**config.mk**
```make
export PLATFORM = sky130hd
export DESIGN_NAME = fetch_unit
export DESIGN_NICKNAME = d
export VERILOG_FILES = /design/src/rtl/fetch_unit.sv
export SDC_FILE = /design/constraint.sdc
export NUM_CORES = 1
export LEC_CHECK = 0
export CORE_ASPECT_RATIO = 0.8
export CORE_MARGIN = 4
export CORE_UTILIZATION = 50
export DETAILED_ROUTE_END_ITERATION = 7
export PLACE_DENSITY = 0.78
export SYNTH_ARGS = -nofsm -noshare
export SYNTH_HDL_FRONTEND = slang
export SYNTH_SLANG_ARGS = --single-unit
```
**constraint.sdc**
```tcl
create_clock -name CLK -period 8.4 [get_ports CLK]
set_clock_uncertainty 0.2 [all_clocks]
set_input_delay 1.26 -clock CLK [delete_from_list [all_inputs] [get_ports CLK]]
set_output_delay 1.26 -clock CLK [all_outputs]
set_load 0.01 [all_outputs]
```
**src/rtl/fetch_unit.sv**
```systemverilog
// Instruction fetch unit: one outstanding memory read at a time, feeding a
// 2-entry {pc, instr} buffer, with redirect flush and stale-response dropping.
module fetch_unit #(
   parameter logic [31:0] RESET_VECTOR = 32'h0000_0000
) (
   input  logic        CLK,
   input  logic        RESET,
   input  logic        PCSrc,
   input  logic [31:0] Result,
   output logic        IMemReq,
   output logic [31:0] IMemAddr,
   input  logic        IMemGnt,
   input  logic        IMemValid,
   input  logic [31:0] IMemRData,
   output logic [31:0] Instr,
   output logic        InstrValid,
   input  logic        InstrReady,
   output logic [31:0] PC,
   output logic [31:0] PCPlus8
);

   typedef enum logic [1:0] {IDLE, WAIT, DROP} state_t;

   state_t      state_q, state_d;
   logic [31:0] fpc_q, fpc_d;
   logic [31:0] tag_q, tag_d;
   logic [1:0]  count_q, count_d;
   logic        rd_ptr_q, rd_ptr_d;
   logic        wr_ptr_q, wr_ptr_d;
   logic [31:0] pc_mem_q [2];
   logic [31:0] pc_mem_d [2];
   logic [31:0] instr_mem_q [2];
   logic [31:0] instr_mem_d [2];

   logic        grant;
   logic        push;
   logic        pop;
   logic        head_valid;
   logic [31:0] head_pc;
   logic [31:0] head_instr;
   logic        unused_result_bits;

   assign unused_result_bits = ^Result[1:0];

   // The count<2 gate reserves a buffer slot for the single in-flight word.
   assign IMemReq    = (state_q == IDLE) && (count_q != 2'd2) && !PCSrc && !RESET;
   assign IMemAddr   = RESET ? 32'h0 : {fpc_q[31:2], 2'b00};
   assign grant      = IMemReq && IMemGnt;
   assign push       = (state_q == WAIT) && IMemValid;
   assign head_valid = (count_q != 2'd0);
   assign pop        = head_valid && InstrReady;
   assign head_pc    = pc_mem_q[rd_ptr_q];
   assign head_instr = instr_mem_q[rd_ptr_q];

   assign InstrValid = head_valid && !RESET;
   assign Instr      = RESET ? 32'h0 : head_instr;
   assign PC         = RESET ? 32'h0 : head_pc;
   assign PCPlus8    = RESET ? 32'h0 : head_pc + 32'd8;

   always_comb begin
      state_d     = state_q;
      fpc_d       = fpc_q;
      tag_d       = tag_q;
      count_d     = count_q;
      rd_ptr_d    = rd_ptr_q;
      wr_ptr_d    = wr_ptr_q;
      pc_mem_d    = pc_mem_q;
      instr_mem_d = instr_mem_q;

      if (PCSrc) begin
         // Redirect wins over everything; a live request becomes stale.
         fpc_d    = {Result[31:2], 2'b00};
         count_d  = 2'd0;
         rd_ptr_d = 1'b0;
         wr_ptr_d = 1'b0;
         if (state_q == WAIT) begin
            state_d = IMemValid ? IDLE : DROP;
         end
      end else begin
         case (state_q)
            IDLE: begin
               if (grant) begin
                  tag_d   = fpc_q;
                  fpc_d   = fpc_q + 32'd4;
                  state_d = WAIT;
               end
            end
            WAIT: begin
               if (IMemValid) state_d = IDLE;
            end
            DROP: begin
               if (IMemValid) state_d = IDLE;
            end
            default: state_d = IDLE;
         endcase

         if (push) begin
            pc_mem_d[wr_ptr_q]    = tag_q;
            instr_mem_d[wr_ptr_q] = IMemRData;
            wr_ptr_d              = ~wr_ptr_q;
         end
         if (pop) begin
            rd_ptr_d = ~rd_ptr_q;
         end
         case ({push, pop})
            2'b10:   count_d = count_q + 2'd1;
            2'b01:   count_d = count_q - 2'd1;
            default: count_d = count_q;
         endcase
      end
   end

   always_ff @(posedge CLK) begin
      if (RESET) begin
         state_q  <= IDLE;
         fpc_q    <= {RESET_VECTOR[31:2], 2'b00};
         count_q  <= 2'd0;
         rd_ptr_q <= 1'b0;
         wr_ptr_q <= 1'b0;
      end else begin
         state_q  <= state_d;
         fpc_q    <= fpc_d;
         count_q  <= count_d;
         rd_ptr_q <= rd_ptr_d;
         wr_ptr_q <= wr_ptr_d;
      end
      tag_q       <= tag_d;
      pc_mem_q    <= pc_mem_d;
      instr_mem_q <= instr_mem_d;
   end

   always_ff @(posedge CLK) begin
      if (!RESET && !PCSrc) begin
         assert (!(push && (count_q == 2'd2)))
            else $error("fetch_unit: push into full instruction buffer");
      end
   end

endmodule

```
Yosys cells after proc, flatten, opt, wreduce, memory -nomap -nowiden. Cells that the tools add are included.

Flip-flop bits (word level): 198. Input port bits: 70. Output and inout bits: 130. Logic and storage cells: 77.

$add $sub $neg: 4. Magnitude comparators: 3. Equal/unequal tests: 8. Mux-type cells: 24. Bitwise gates (word level): 5. Reductions and logical operators: 22.

Operator list (count): $mux W32 (14); $bwmux W64 (2); $add A32 B3 Y32 const B (1); $add A32 B4 Y32 const B (1); $demux W32 S1 (1); $mux W2 (5); $logic_and A1 B1 Y1 (8); $pmux W2 S2 (2); $reduce_bool A2 Y1 (4); $reduce_and A2 Y1 (3); $reduce_and A3 Y1 (2); $eq A2 B1 Y1 const B (2); $eq A2 B2 Y1 const B (2); $ge A2 B2 Y1 const B (2); $not A1 Y2 (2); $reduce_or A2 Y1 (2); $ne A3 B1 Y1 const B (1); $ne A3 B3 Y1 const B (1); $not A1 Y1 (3); $add A2 B1 Y2 const B (1); $logic_not A1 Y1 (2); $logic_not A2 Y1 (1); $lt A2 B1 Y1 const B (1); $ne A2 B1 Y1 const B (1); other kinds (2) (2).

Longest topological paths before layout. Gate-level depths: netlist of the first run.

Word-level depth: 8. Depth in mapped cells: 10. Depth with buffers taken out: 7.

Least setup slack after synthesis of the first run. No wires, ideal clock.

Kind: input -> register. Start point: in PCSrc. End point: reg instr_mem_q[0] (netlist name) (enable). Library setup time: 0.571 ns. Arrival: 5.978 ns. Data required time: 7.629 ns. Path slack: 1.651 ns. Cell stages on the path: 2. Buffers on the path: 1. Cells stage by stage: buf_2 > nor3b_1.

Word-level cells in the longest chain between the ends: 2.

Ends and longest elaborated chain: start, declared (RTL line 8) `input logic PCSrc,`; $not A1 Y1 (no line); $reduce_and A2 Y1 (no line); end signal, assigned (RTL line 129) `instr_mem_q <= instr_mem_d;`; end, declared (RTL line 32) `logic [31:0] instr_mem_q [2];`.

Every way passes these cells. A chain may end at the register's enable or synchronous reset.

Worst setup path in the final report of the first run.
Start point: reg rd_ptr_q. End point: out PCPlus8[21].

Word-level cells in the longest chain between the ends: 6.

Ends and longest elaborated chain: start, declared (RTL line 28) `logic rd_ptr_q, rd_ptr_d;`; start signal, assigned (RTL line 124) `rd_ptr_q <= rd_ptr_d;`; $not A1 Y2 (implied by the code) (RTL line 52) `assign head_pc = pc_mem_q[rd_ptr_q];`; $mux W32 (implied by the code) (3 in series) (RTL line 52); $add A32 B4 Y32 (RTL line 58) `assign PCPlus8 = RESET ? 32'h0 : head_pc + 32'd8;`; $mux W32 (RTL line 58); end, declared (RTL line 19) `output logic [31:0] PCPlus8`.

Every way passes these cells. The select of a mux whose other input is x is not followed.

==> results of run 1 <==
cell type report:
cell class / count / area (sq um)
sequential: 190 / 5350
fill: 1243 / 5500
inverter: 13 / 48.8
clock buffer: 19 / 443
timing repair buffer: 196 / 1950
multi-input combinational: 485 / 3120
tap: 220 / 275
clock inverter: 13 / 133
metrics by stage:
stage / cell area, sq um / hold WS [ps]
finish: 11300 / 244
floorplan: 8720 / 221
global placement: 10700 / 225
detailed placement: 10700 / 229
CTS: 11300 / 245
global route: 11300 / 263
routing by layer:
layer  GRT usage [%]  share of wire, %  up-vias
li1                -                 -     2998
met4            5.66               1.2        0
met1            29.0                48     2765
met3            4.70               7.5       21
met5               0                 0        -
met2            28.1                44      237
worst min-delay path by stage:
stage | to | slack (ps)
floorplan | pc_mem_q[10] | 220
global placement | pc_mem_q[23] | 230
detailed placement | pc_mem_q[46] | 230
CTS | pc_mem_q[46] | 240
global route | pc_mem_q[53] | 260
finish | pc_mem_q[59] | 240
kinds of logic (layout without fill, tap and decap cells):
kind of cell,count (synthesis),after routing,share of synthesized area [%]
fa+ha+maj,5,5,0.719
flops,190,190,61.4
mux,66,66,7.69
compound gates,74,74,5.91
xor+xnor,41,41,4.13
buf+inv,59,241,3.15
simple gates,293,293,17.0
other cells,1,6,0.0431
where the power goes:
group	total, mW	switching [mW]	internal (mW)	leakage, nW
clock	0.773	0.349	0.424	0.280
combinational	0.175	0.0824	0.0930	1.68
sequential	1.06	0.0204	1.04	1.69
cell usage in the layout, fill, tap and decap left out, types with 3 or more instances in the layout:
cell type	count
sky130_fd_sc_hd__nand3_1	19
sky130_fd_sc_hd__or3_1	9
sky130_fd_sc_hd__xor2_1	9
sky130_fd_sc_hd__nor4_1	10
sky130_fd_sc_hd__nand2_1	37
sky130_fd_sc_hd__nor3_1	10
sky130_fd_sc_hd__ha_1	5
sky130_fd_sc_hd__edfxtp_1	154
sky130_fd_sc_hd__nand2b_1	4
sky130_fd_sc_hd__dfxtp_1	35
sky130_fd_sc_hd__conb_1	6
sky130_fd_sc_hd__xnor2_1	32
sky130_fd_sc_hd__or4b_1	5
sky130_fd_sc_hd__nor2b_1	32
sky130_fd_sc_hd__clkbuf_16	17
sky130_fd_sc_hd__a211oi_1	20
sky130_fd_sc_hd__o21ai_0	17
sky130_fd_sc_hd__a21oi_1	11
sky130_fd_sc_hd__nand4_1	18
sky130_fd_sc_hd__and2_1	3
sky130_fd_sc_hd__mux2_2	5
sky130_fd_sc_hd__mux2i_1	59
sky130_fd_sc_hd__nand4b_1	5
sky130_fd_sc_hd__inv_8	3
sky130_fd_sc_hd__nor2_1	123
sky130_fd_sc_hd__a311oi_1	7
sky130_fd_sc_hd__and4_1	3
sky130_fd_sc_hd__clkdlybuf4s50_1	190
sky130_fd_sc_hd__buf_4	6
sky130_fd_sc_hd__clkinv_4	3
sky130_fd_sc_hd__inv_1	12
sequential cells by signal (all words and copies together), names as in the netlist:
signal       count
state_q          2
wr_ptr_q         1
instr_mem_q     64
rd_ptr_q         1
tag_q           30
fpc_q           30
count_q          2
pc_mem_q        60
==> results.md, run 1 <==
Worst setup path:
- STA classifies the critical path startpoint as a flip-flop.
- The maximum fanout count along the critical path is 50.
- Counting buffers and inverters, the worst setup path is 7 cells deep.
- The critical path required time is 6940 ps.
- The kind of critical path is flip-flop to output port.
- In this run the critical register-to-register path is captured at fpc_q[27].
- The slack of the worst reg-to-reg path is 5820 ps.
- The endpoint type of the worst setup path is an output port.
- In this run the critical register-to-register path is launched from state_q[1].
- Among all stages on the critical path, the largest delay is contributed by sky130_fd_sc_hd__dfxtp_4.
- The destination of the critical timing path is PCPlus8[21].
- The critical path starts at rd_ptr_q.
- Walking the worst path, the cells encountered are buf_4, mux2i_1, a21oi_4, nand4_1, or4b_1, nand2_1, clkdlybuf4s50_1.
- The worst reg-to-reg path cell count is 7.
- The kind of cell with the highest combined delay along the critical path is simple AND/OR/NAND/NOR gates.
- Data on the critical path arrives at its endpoint at between 4000 and 5000 ps.
- The delay of the slowest critical-path stage is 800 ps.
- The total buffers and inverters traversed by the critical path is 2.

Clocking:
- TritonCTS built the clock tree.
- Clock-pin slew was measured on the worst setup and hold paths at 70 ps.
- Clock latency on the worst-skew pair, taken at its later pin, is 430 ps.
- Once the clock tree was built, the setup fixing pass inserted 0 buffers.
- In this run, post-CTS hold repair placed 0 buffers.
- The H-tree was split into 4 levels.
- The number of cells upsized or downsized after cts is 0.
- The number of buffers on the longest clock path is 2.
- The number of buffers created by CTS is 17.
- The master cell of the clock root buffer is sky130_fd_sc_hd__clkbuf_16.
- The TritonCTS sink count is 190.

Synthesis:
- The most frequently used flop master after synthesis is sky130_fd_sc_hd__edfxtp_1.
- The number of enable-type register cells in the synthesized netlist is between 150 and 200.
- The most frequent cell after synthesis is sky130_fd_sc_hd__edfxtp_1.
- The sequential fraction of the synthesis area is 61.4%.
- The share of async-settable or async-resettable flops after synthesis is 0%.
- The top cell type's share of synthesized area is 53.1%.
- The count of yosys warnings during synthesis is 0.
- The cell area that synthesis handed to floorplanning was 8700 sq um.
- The post-synthesis cell type count is 55.
- In this run the mean area of a mapped cell was between 10 and 15 sq um.
- In the synthesized netlist, the number of instances is roughly 730.
- The number of flip-flops and latches in the synthesized netlist is 190.
- sky130_fd_sc_hd__edfxtp_1 takes more of the synthesized area than any other cell.
- Ranked by instance count, the synthesized netlist is headed by sky130_fd_sc_hd__edfxtp_1, sky130_fd_sc_hd__nor2_1, sky130_fd_sc_hd__mux2i_1.
- Yosys attributes the largest share of cell area to sky130_fd_sc_hd__edfxtp_1, sky130_fd_sc_hd__dfxtp_1, sky130_fd_sc_hd__mux2i_1.

Global routing:
- The pin count of the biggest net entering global routing is 94.
- The number of global-route vias before repair is 5,616.
- After global routing the overflow that remains totals 0.
- The number of antenna violations at the first check in global routing is 0.
- Across every metal layer, demand over resource in global routing totals 19.3%.
- The first global-routing pass estimated 30.0 mm of wire.

Timing:
- The worst pin sits at a relative slew slack of between 30 and 40%.
- The final number of hold-violating endpoints is 0.
- Setup repair after global routing left no endpoint under its margin.
- The worst path needs 5790 ps of the cycle, external delays included.
- The final critical path takes up between 60% and 70% of the cycle.
- The number of max-slew violations in the final report is 0.
- Setup violations remaining at the end of the flow were counted as 0.
- The final-layout setup total negative slack is 0 ps.
- The setup slack of the critical path after layout is about 2600 ps.
- The transition time at the pin with the least slew margin is 934 ps.
- Static timing analysis puts the maximum clock frequency at roughly 170 MHz.

Power and ir drop:
- The power per unit of standard cell area is 177 nW/um^2.
- The peak supply drop is 0.143 mV.
- The static leakage power is 3.65 nW.
- Overall power consumption after layout is estimated at ~2 mW.

Floorplan:
- The die covers 19,600 sq um.
- The core region area is 16,800 sq um.
- The initial utilization of the core area, before any placement, comes to 51.8%.
- The die span in y is between 100 and 150 um.
- Row generation in the floorplan step produced 42 rows.
- The number of primary I/O pins is 200.
- Measured along the x axis, the die boundary spans 156 um.

Run:
- The max-cap violation count is 0.

Placed design:
- At the placement stage, the worst setup path has a slack of 3050 ps.
- The count of port buffers added during placement is 191.
- The detailed-placement wirelength estimate is 13.3 mm.
- The weighted congestion at the end of routability-driven global placement is roughly 0.88.
- The count of placed standard cells including taps is 1,104.

Hold path:
- The worst hold path begins at tag_q[27].
- The class of the tightest hold or removal check is flip-flop to flip-flop.
- Along the worst hold path, the cell count comes to 0.

Route:
- The wire length after detailed routing is ~19 mm.
- The starting DRC count in detailed routing is 391.
- The remaining antenna violation count after routing is 0.
- The DRC violation count after routing is 0.
- Dividing the detail-routed wire length by the instance count gives 16.9 um.
- The first detailed-routing pass ran for 5 iterations.
- The number of vias in the routed layout is 6,021.
- Dividing the detail-routed via count by the number of cells gives 5.30.

Layout:
- After the flow finishes, the layout carries non-filler instances totaling 1,136.
- Of the cells placed in the final design, the portion with a size suffix greater than 1 is 6.33%.
- The layout overhead on the synthesized area is 30.0%.
- The total number of nets in the final design is 978.
- The number of antenna diodes in the final layout is 0.
- The final core utilization is 67.3%.

Status:
- The run finished with clean final reports.
Power figures use the tool's default switching activity.
==> run 2: changes to the inputs <==
Settings changed: CORE_UTILIZATION 50 to 46, PLACE_DENSITY 0.78 to 0.75.
Clock period 8.4 ns to 4.8 ns, I/O delays scaled along.
==> run 2 against run 1 <==
Compared with the run above:
- critical path depth unchanged
- cell area is 1.2% higher
- flip-flop and latch count unchanged
- setup slack worse by 2300 ps
- clock power grew 84%
- count of clock-buffer cells in the layout is 2 lower
- sequential share of layout area is 0.56 points lower
- global-route usage is 0.16 points lower
- largest power group unchanged
==> results.md, run 2 (synthesized netlist as in run 1, its figures left out) <==
Power and ir drop:
- Power spread over the standard cell area amounts to around 310 nW/um^2.
- Summed over all cells, the static leakage comes to 3.70 nW.
- Across the VDD grid, the largest voltage drop is 0.235 mV.
- Power comes to 3.58 mW.

Clocking:
- The buffer count from post-CTS setup fixing is 0.
- The number of cells upsized or downsized after cts is 0.
- The count of hold buffers inserted by post-cts repair is 0.
- The clock drives 190 sinks.
- TritonCTS built the clock tree.
- The H-tree generated during clock tree synthesis spans 4 levels.
- After clock tree synthesis, the clock-pin slew on the worst setup and hold paths is 70 ps.
- The number of buffers created by CTS is 17.
- The number of buffers on the longest clock path is 2.
- For the worst-skew pair, the clock arrives at the later sink with an insertion delay of 430 ps.
- The master cell of the clock root buffer is sky130_fd_sc_hd__clkbuf_16.

Worst setup path:
- The critical path goes through buf_4, nand4_1, a21oi_2, nand4_1, nor4_1, mux2_1, clkdlybuf4s50_1.
- In this run the worst path has a maximum fanout of 30.
- The kind of cell with the highest combined delay along the critical path is simple AND/OR/NAND/NOR gates.
- On the worst path, the slowest cell contributes a delay of 520 ps.
- The worst setup path is launched from a flip-flop.
- The critical path required time is about 3900 ps.
- The worst setup path is captured at an output port.
- The number of cells on the critical path is 7.
- The critical path contains buffers and inverters numbering 2 combined.
- Measured in cells, the most critical reg-to-reg path has a length of 7.
- The kind of critical path is flip-flop to output port.
- The standard cell with the maximum stage delay on the critical path is sky130_fd_sc_hd__clkdlybuf4s50_1.
- The critical path arrival is 3610 ps.
- By instance count, the cell type seen most on the critical path is sky130_fd_sc_hd__nand4_1.

Hold path:
- The depth of the worst hold-timing path is 0.
- The class of the tightest hold or removal check is flip-flop to flip-flop.

Placed design:
- At the placement stage, the worst setup path has a slack of 764 ps.
- The count of port buffers added during placement is 191.
- The placed cell area is 10,800 sq um.
- At the end of routability-driven placement, the weighted congestion stood at 0.818.
- The wire-length estimate of the detail-placed layout is 14.2 mm.
- The count of placed standard cells including taps is 1,143.

Global routing:
- The pin count of the biggest net entering global routing is 93.
- The first global-routing pass estimated 32.0 mm of wire.
- The number of antenna violations at the first check in global routing is 0.
- The total congestion overflow is 0.
- The number of global-route vias before repair is 6,015.
- The total routing resource utilization after global routing is 19.2%.

Floorplan:
- The floorplan step defined a die boundary enclosing approximately 21,000 sq um.
- The starting density of the core is 47.3%.
- The die span in y is 131 um.
- The number of primary I/O pins is 200.
- The floorplan row count is 44.
- The core region is 18,400 sq um.
- The die is 162 um wide.

Timing:
- The fraction of the cycle the final worst path needs is 94.3%.
- At the pin with the least slew margin, the transition time is 958 ps.
- Setup violations remaining at the end of the flow were counted as 0.
- After routing, the total negative slack on setup checks comes to 0 ps.
- Static timing analysis puts the maximum clock frequency at 221 MHz.
- Headroom to the max-slew limit came out at a little over a third.
- The number of max-slew violations in the final report is 0.
- Setup slack on the critical path of the routed design comes to 272 ps.
- The post-route minimum period is 4530 ps.
- The final number of hold-violating endpoints is 0.
- Setup repair after global routing left no endpoint under its margin.

Layout:
- Compared with the post-synthesis result, the final layout area differs by 31.6%.
- Once layout is complete, the cells apart from fillers number 1,175.
- The register with the most flip-flops in the layout has 64 of them.
- Leaving out fill and tap cells, the most frequent cells in the layout are sky130_fd_sc_hd__clkdlybuf4s50_1, sky130_fd_sc_hd__edfxtp_1, sky130_fd_sc_hd__nor2_1, sky130_fd_sc_hd__mux2i_1, sky130_fd_sc_hd__nand2_1.
- After routing the design area is between 10,000 and 15,000 sq um.
- The largest registers in the layout are instr_mem_q x64, pc_mem_q x60.
- The antenna diode count is 0.
- The total number of nets in the final design is around 1,000.
- The largest register by flop count is instr_mem_q.
- Of the cells placed in the final design, the portion with a size suffix greater than 1 is under 10%.
- The library cell used most frequently in the layout, excluding fill and tap cells, is sky130_fd_sc_hd__clkdlybuf4s50_1.

Route:
- The number of optimization iterations in the first detailed-route pass is 7.
- Dividing the detail-routed wire length by the instance count gives ~17 um.
- Dividing the detail-routed via count by the number of cells gives between 5 and 6.
- The wire length after detailed routing is roughly 20 mm.
- The number of vias in the routed layout is 6,161.
- After detailed routing, the number of remaining DRC violations is 0.
- The detailed router finished its first iteration with 433 violations.
- The remaining antenna violation count after routing is 0.

Run:
- The max-cap violation count is 0.

Status:
- The run finished with clean final reports.
[run 2: cell type report]
class                      instances  area, sq um
fill                            1480         6940
clock buffer                      17          425
timing repair buffer             202         1990
clock inverter                    15          188
multi-input combinational        485         3130
sequential                       190         5350
inverter                          13         48.8
tap                              253          317
[run 2: power breakdown]
part | leakage, nW | internal, mW | switching [mW]
Combinational | 1.72 | 0.164 | 0.147
Sequential | 1.69 | 1.82 | 0.0355
Clock | 0.292 | 0.752 | 0.664
Total | 3.70 | 2.73 | 0.847
[run 2: per-layer routing]
| metal | global-route usage (%) | vias up | wire length (um) |
|---|---|---|---|
| met5 | 0 | - | 0 |
| met2 | 28.5 | 233 | 8710 |
| met3 | 6.21 | 12 | 1520 |
| met4 | 4.03 | 0 | 140 |
| li1 | - | 3004 | - |
| met1 | 27.9 | 2912 | 9790 |
[run 2: path summary, 6_finish.rpt]
kind                                 start           end  slack (ps)
worst max-delay path              rd_ptr_q   PCPlus8[29]         270
worst min-delay path             tag_q[10]  pc_mem_q[10]         250
worst max register to register  state_q[1]     fpc_q[27]        2220
worst min register to register   tag_q[10]  pc_mem_q[10]         250
[run 2: metrics by stage]
stage	util [%]	hold WS, ps
final	62.3	248
after global routing	62.3	266
after CTS	62.3	250
after detailed placement	58.9	231
after global placement	58.9	224
after floorplan	-	221
[run 2: worst register-to-register path: stages (launching register included)]
cell                       delay (ps)
sky130_fd_sc_hd__dfxtp_1          300
sky130_fd_sc_hd__inv_1             90
sky130_fd_sc_hd__ha_1             230
sky130_fd_sc_hd__and2_1           310
sky130_fd_sc_hd__nand4_2          290
sky130_fd_sc_hd__or4_4            490
sky130_fd_sc_hd__or3_1            320
sky130_fd_sc_hd__a311oi_1         250
==> run 3: changes to the inputs <==
Settings changed: CAP_MARGIN set to 5.
Clock period 4.8 ns to 3.7 ns, I/O delays scaled along.
==> run 3 against run 2 <==
Compared with the run above:
- count of clock-buffer cells in the layout rose by 1
- worst hold slack worse by 1.7 ps
- sequential share of layout area fell by 1.1 points
- power grew 32%
- sequential power increased by 30%
- combinational power grew 31%
- register-to-register slack worse by 1100 ps
- clock power grew 35%
- cell area increased by 2.3%
- largest power group unchanged
==> results.md, run 3 (synthesized netlist as in run 1, its figures left out) <==
Status:
- The run finished with clean final reports.

Timing:
- The final number of hold-violating endpoints is 0.
- After layout, the worst path uses 99.2% of the clock period.
- The number of max-slew violations in the final report is 0.
- Measured against its own limit, the worst slew margin works out to approximately 45%.
- Setup repair after global routing could not meet its margin everywhere.
- Setup violations remaining at the end of the flow were counted as 0.
- The routed design could run at a clock period as short as roughly 3700 ps.
- The fmax is 273 MHz.
- The transition time at the pin with the least slew margin is 824 ps.

Route:
- Across all layers, the routed design uses 6,183 vias.
- The remaining antenna violation count after routing is 0.
- After detailed routing, the average wire length per cell comes to roughly 17 um.
- The number of optimization iterations in the first detailed-route pass is 5.
- In this run, the number of DRC markers left after iteration 0 of detailed routing was 366.
- The wire length after detailed routing is 20.2 mm.
- Using the TritonRoute via totals, the vias-per-cell ratio works out to 5.19.
- After detailed routing, the number of remaining DRC violations is 0.

Worst setup path:
- At the worst endpoint, the arrival time is 2910 ps.
- In this run the worst path has a maximum fanout of 11.
- The worst setup path is captured at an output port.
- The kind of critical path is flip-flop to output port.
- The nature of the critical path startpoint is a flip-flop.
- The critical path required time is 2940 ps.

Placed design:
- After detailed placement, the design holds a cell count of 1,151.
- Once detailed placement completed, the half-perimeter wirelength came to about 14 mm.
- The weighted congestion at the end of routability-driven global placement is 0.850.
- The count of buffers added on input and output ports is 191.

Global routing:
- The total routing resource utilization after global routing is 19.1%.
- The number of antenna violations at the first check in global routing is 0.
- Entering global routing, the biggest net connects 63 pins.
- The number of global-route vias before repair is 6,019.
- The total congestion overflow is 0.
- The first global-routing pass estimated 31.8 mm of wire.

Clocking:
- The number of H-tree branching levels is 4.
- TritonCTS created 17 clock buffers.
- The clock-pin slew reported for the worst setup and hold paths after clock tree synthesis is roughly 70 ps.
- Buffers inserted to repair hold after CTS numbered 0.
- In this run the clock root is driven by a sky130_fd_sc_hd__clkbuf_16.
- The TritonCTS clock tree is built.
- For this design, the sink count on the clock tree is 190.
- The number of buffers on the longest clock path is 2.
- At the later pin of the worst-skew pair, clock insertion delay measures approximately 430 ps.

Floorplan:
- Pin placement for this block handled 200 I/O pins.
- The die area is 21,200 sq um.
- The core region area is 18,400 sq um.
- The die is 131 um tall.
- The chip width is 162 um.
- The floorplan row count is 44.
- The initial utilization of the core area, before any placement, comes to 47.3%.

Hold path:
- The min-delay analysis places its worst path in the category flip-flop to flip-flop.

Layout:
- In the final layout, the registers with the most flip-flops are instr_mem_q x64, pc_mem_q x60.
- The number of flip-flops in the largest register is 64.
- The total number of nets in the final design is 1,000.
- The top cell types in the final layout, fill and taps aside, are sky130_fd_sc_hd__clkdlybuf4s50_1, sky130_fd_sc_hd__edfxtp_1, sky130_fd_sc_hd__nor2_1, sky130_fd_sc_hd__mux2i_1, sky130_fd_sc_hd__nand2_1.
- Counting flops per register, the top entry is instr_mem_q.
- The antenna diode count is 0.
- The finished layout holds about 1.2k standard cells, fillers aside.
- In the final layout, the share of cells above drive strength 1 is 9.06%.
- The layout overhead on the synthesized area is 34.6%.
- At the end of the flow the core is filled with cells to 63.7%.
- The library cell used most frequently in the layout, excluding fill and tap cells, is sky130_fd_sc_hd__clkdlybuf4s50_1.

Run:
- The max-cap violation count is 0.

Power and ir drop:
- The static leakage power is 4.00 nW.
- Power spread over the standard cell area amounts to 403 nW/um^2.
- The peak supply drop is 0.281 mV.
## run 3: cell count changes in the layout (fill, tap and decap cells not counted), sizes merged
cell / change
buf: +16
bufinv: +2
clkbuf: +1
clkdlybuf4s50: -17
dlygate4sd2: +4
dlymetal6s2s: +13
inv: -3
## run 3: power breakdown
group          switching (mW)  total, mW  leakage [nW]  internal (mW)
Clock                   0.823       1.91         0.301           1.09
Sequential             0.0461       2.40          1.69           2.36
Combinational           0.192      0.408          2.00          0.215
## run 3: area by class of cell
| cell class | count | area (sq um) |
|---|---|---|
| clock inverters | 14 | 204 |
| inverters | 13 | 48.8 |
| fillers | 1454 | 6670 |
| repair buffers | 218 | 2180 |
| flip-flops and latches | 190 | 5350 |
| well taps | 253 | 317 |
| clock buffers | 18 | 429 |
| multi-input cells | 485 | 3190 |
## run 3: timing repair
item | 4_1_cts | 5_1_grt
setup endpoints to repair | 11 | 8
setup buffers | 3 | 5
pin swaps | 3 | 3
gates resized for setup | 9 | 17
## run 3: metal layers
metal / vias up / routed length [um] / GRT usage [%]
li1: 3048 / - / -
met1: 2891 / 9860 / 28.0
met2: 224 / 8630 / 28.2
met3: 20 / 1460 / 5.14
met4: 0 / 210 / 5.22
met5: - / 0 / 0
## run 3: path summary, 6_finish.rpt
path	startpoint	end	slack, ps	cells past startpoint
worst max-delay path	rd_ptr_q	PCPlus8[30]	30	7
worst min-delay path	tag_q[17]	pc_mem_q[49]	250	0
worst max register to register	state_q[1]	fpc_q[27]	1170	7
worst min register to register	tag_q[17]	pc_mem_q[49]	250	0
## run 3: metrics by stage
| stage | cell area, sq um | setup WS (ps) | total power, mW | setup TNS [ps] | hold slack (ps) |
|---|---|---|---|---|---|
| detailed placement | 10900 | 274 | 2.86 | 0 | 233 |
| finish | 11700 | 31.3 | 4.72 | 0 | 246 |
| CTS | 11600 | -2.31 | 4.77 | -2.31 | 249 |
| global placement | 10900 | 301 | 2.85 | 0 | 225 |
| floorplan | 8750 | 417 | 2.63 | 0 | 221 |
| global route | 11700 | -120 | 4.90 | -120 | 260 |
## run 3: critical path: stages (launching register included)
cell and delay [ps]:
sky130_fd_sc_hd__dfxtp_4 400, sky130_fd_sc_hd__buf_4 200, sky130_fd_sc_hd__nand4b_1 290, sky130_fd_sc_hd__a21oi_4 270, sky130_fd_sc_hd__nand4_4 190, sky130_fd_sc_hd__nor4_2 270
sky130_fd_sc_hd__mux2_1 370, sky130_fd_sc_hd__clkdlybuf4s50_1 490
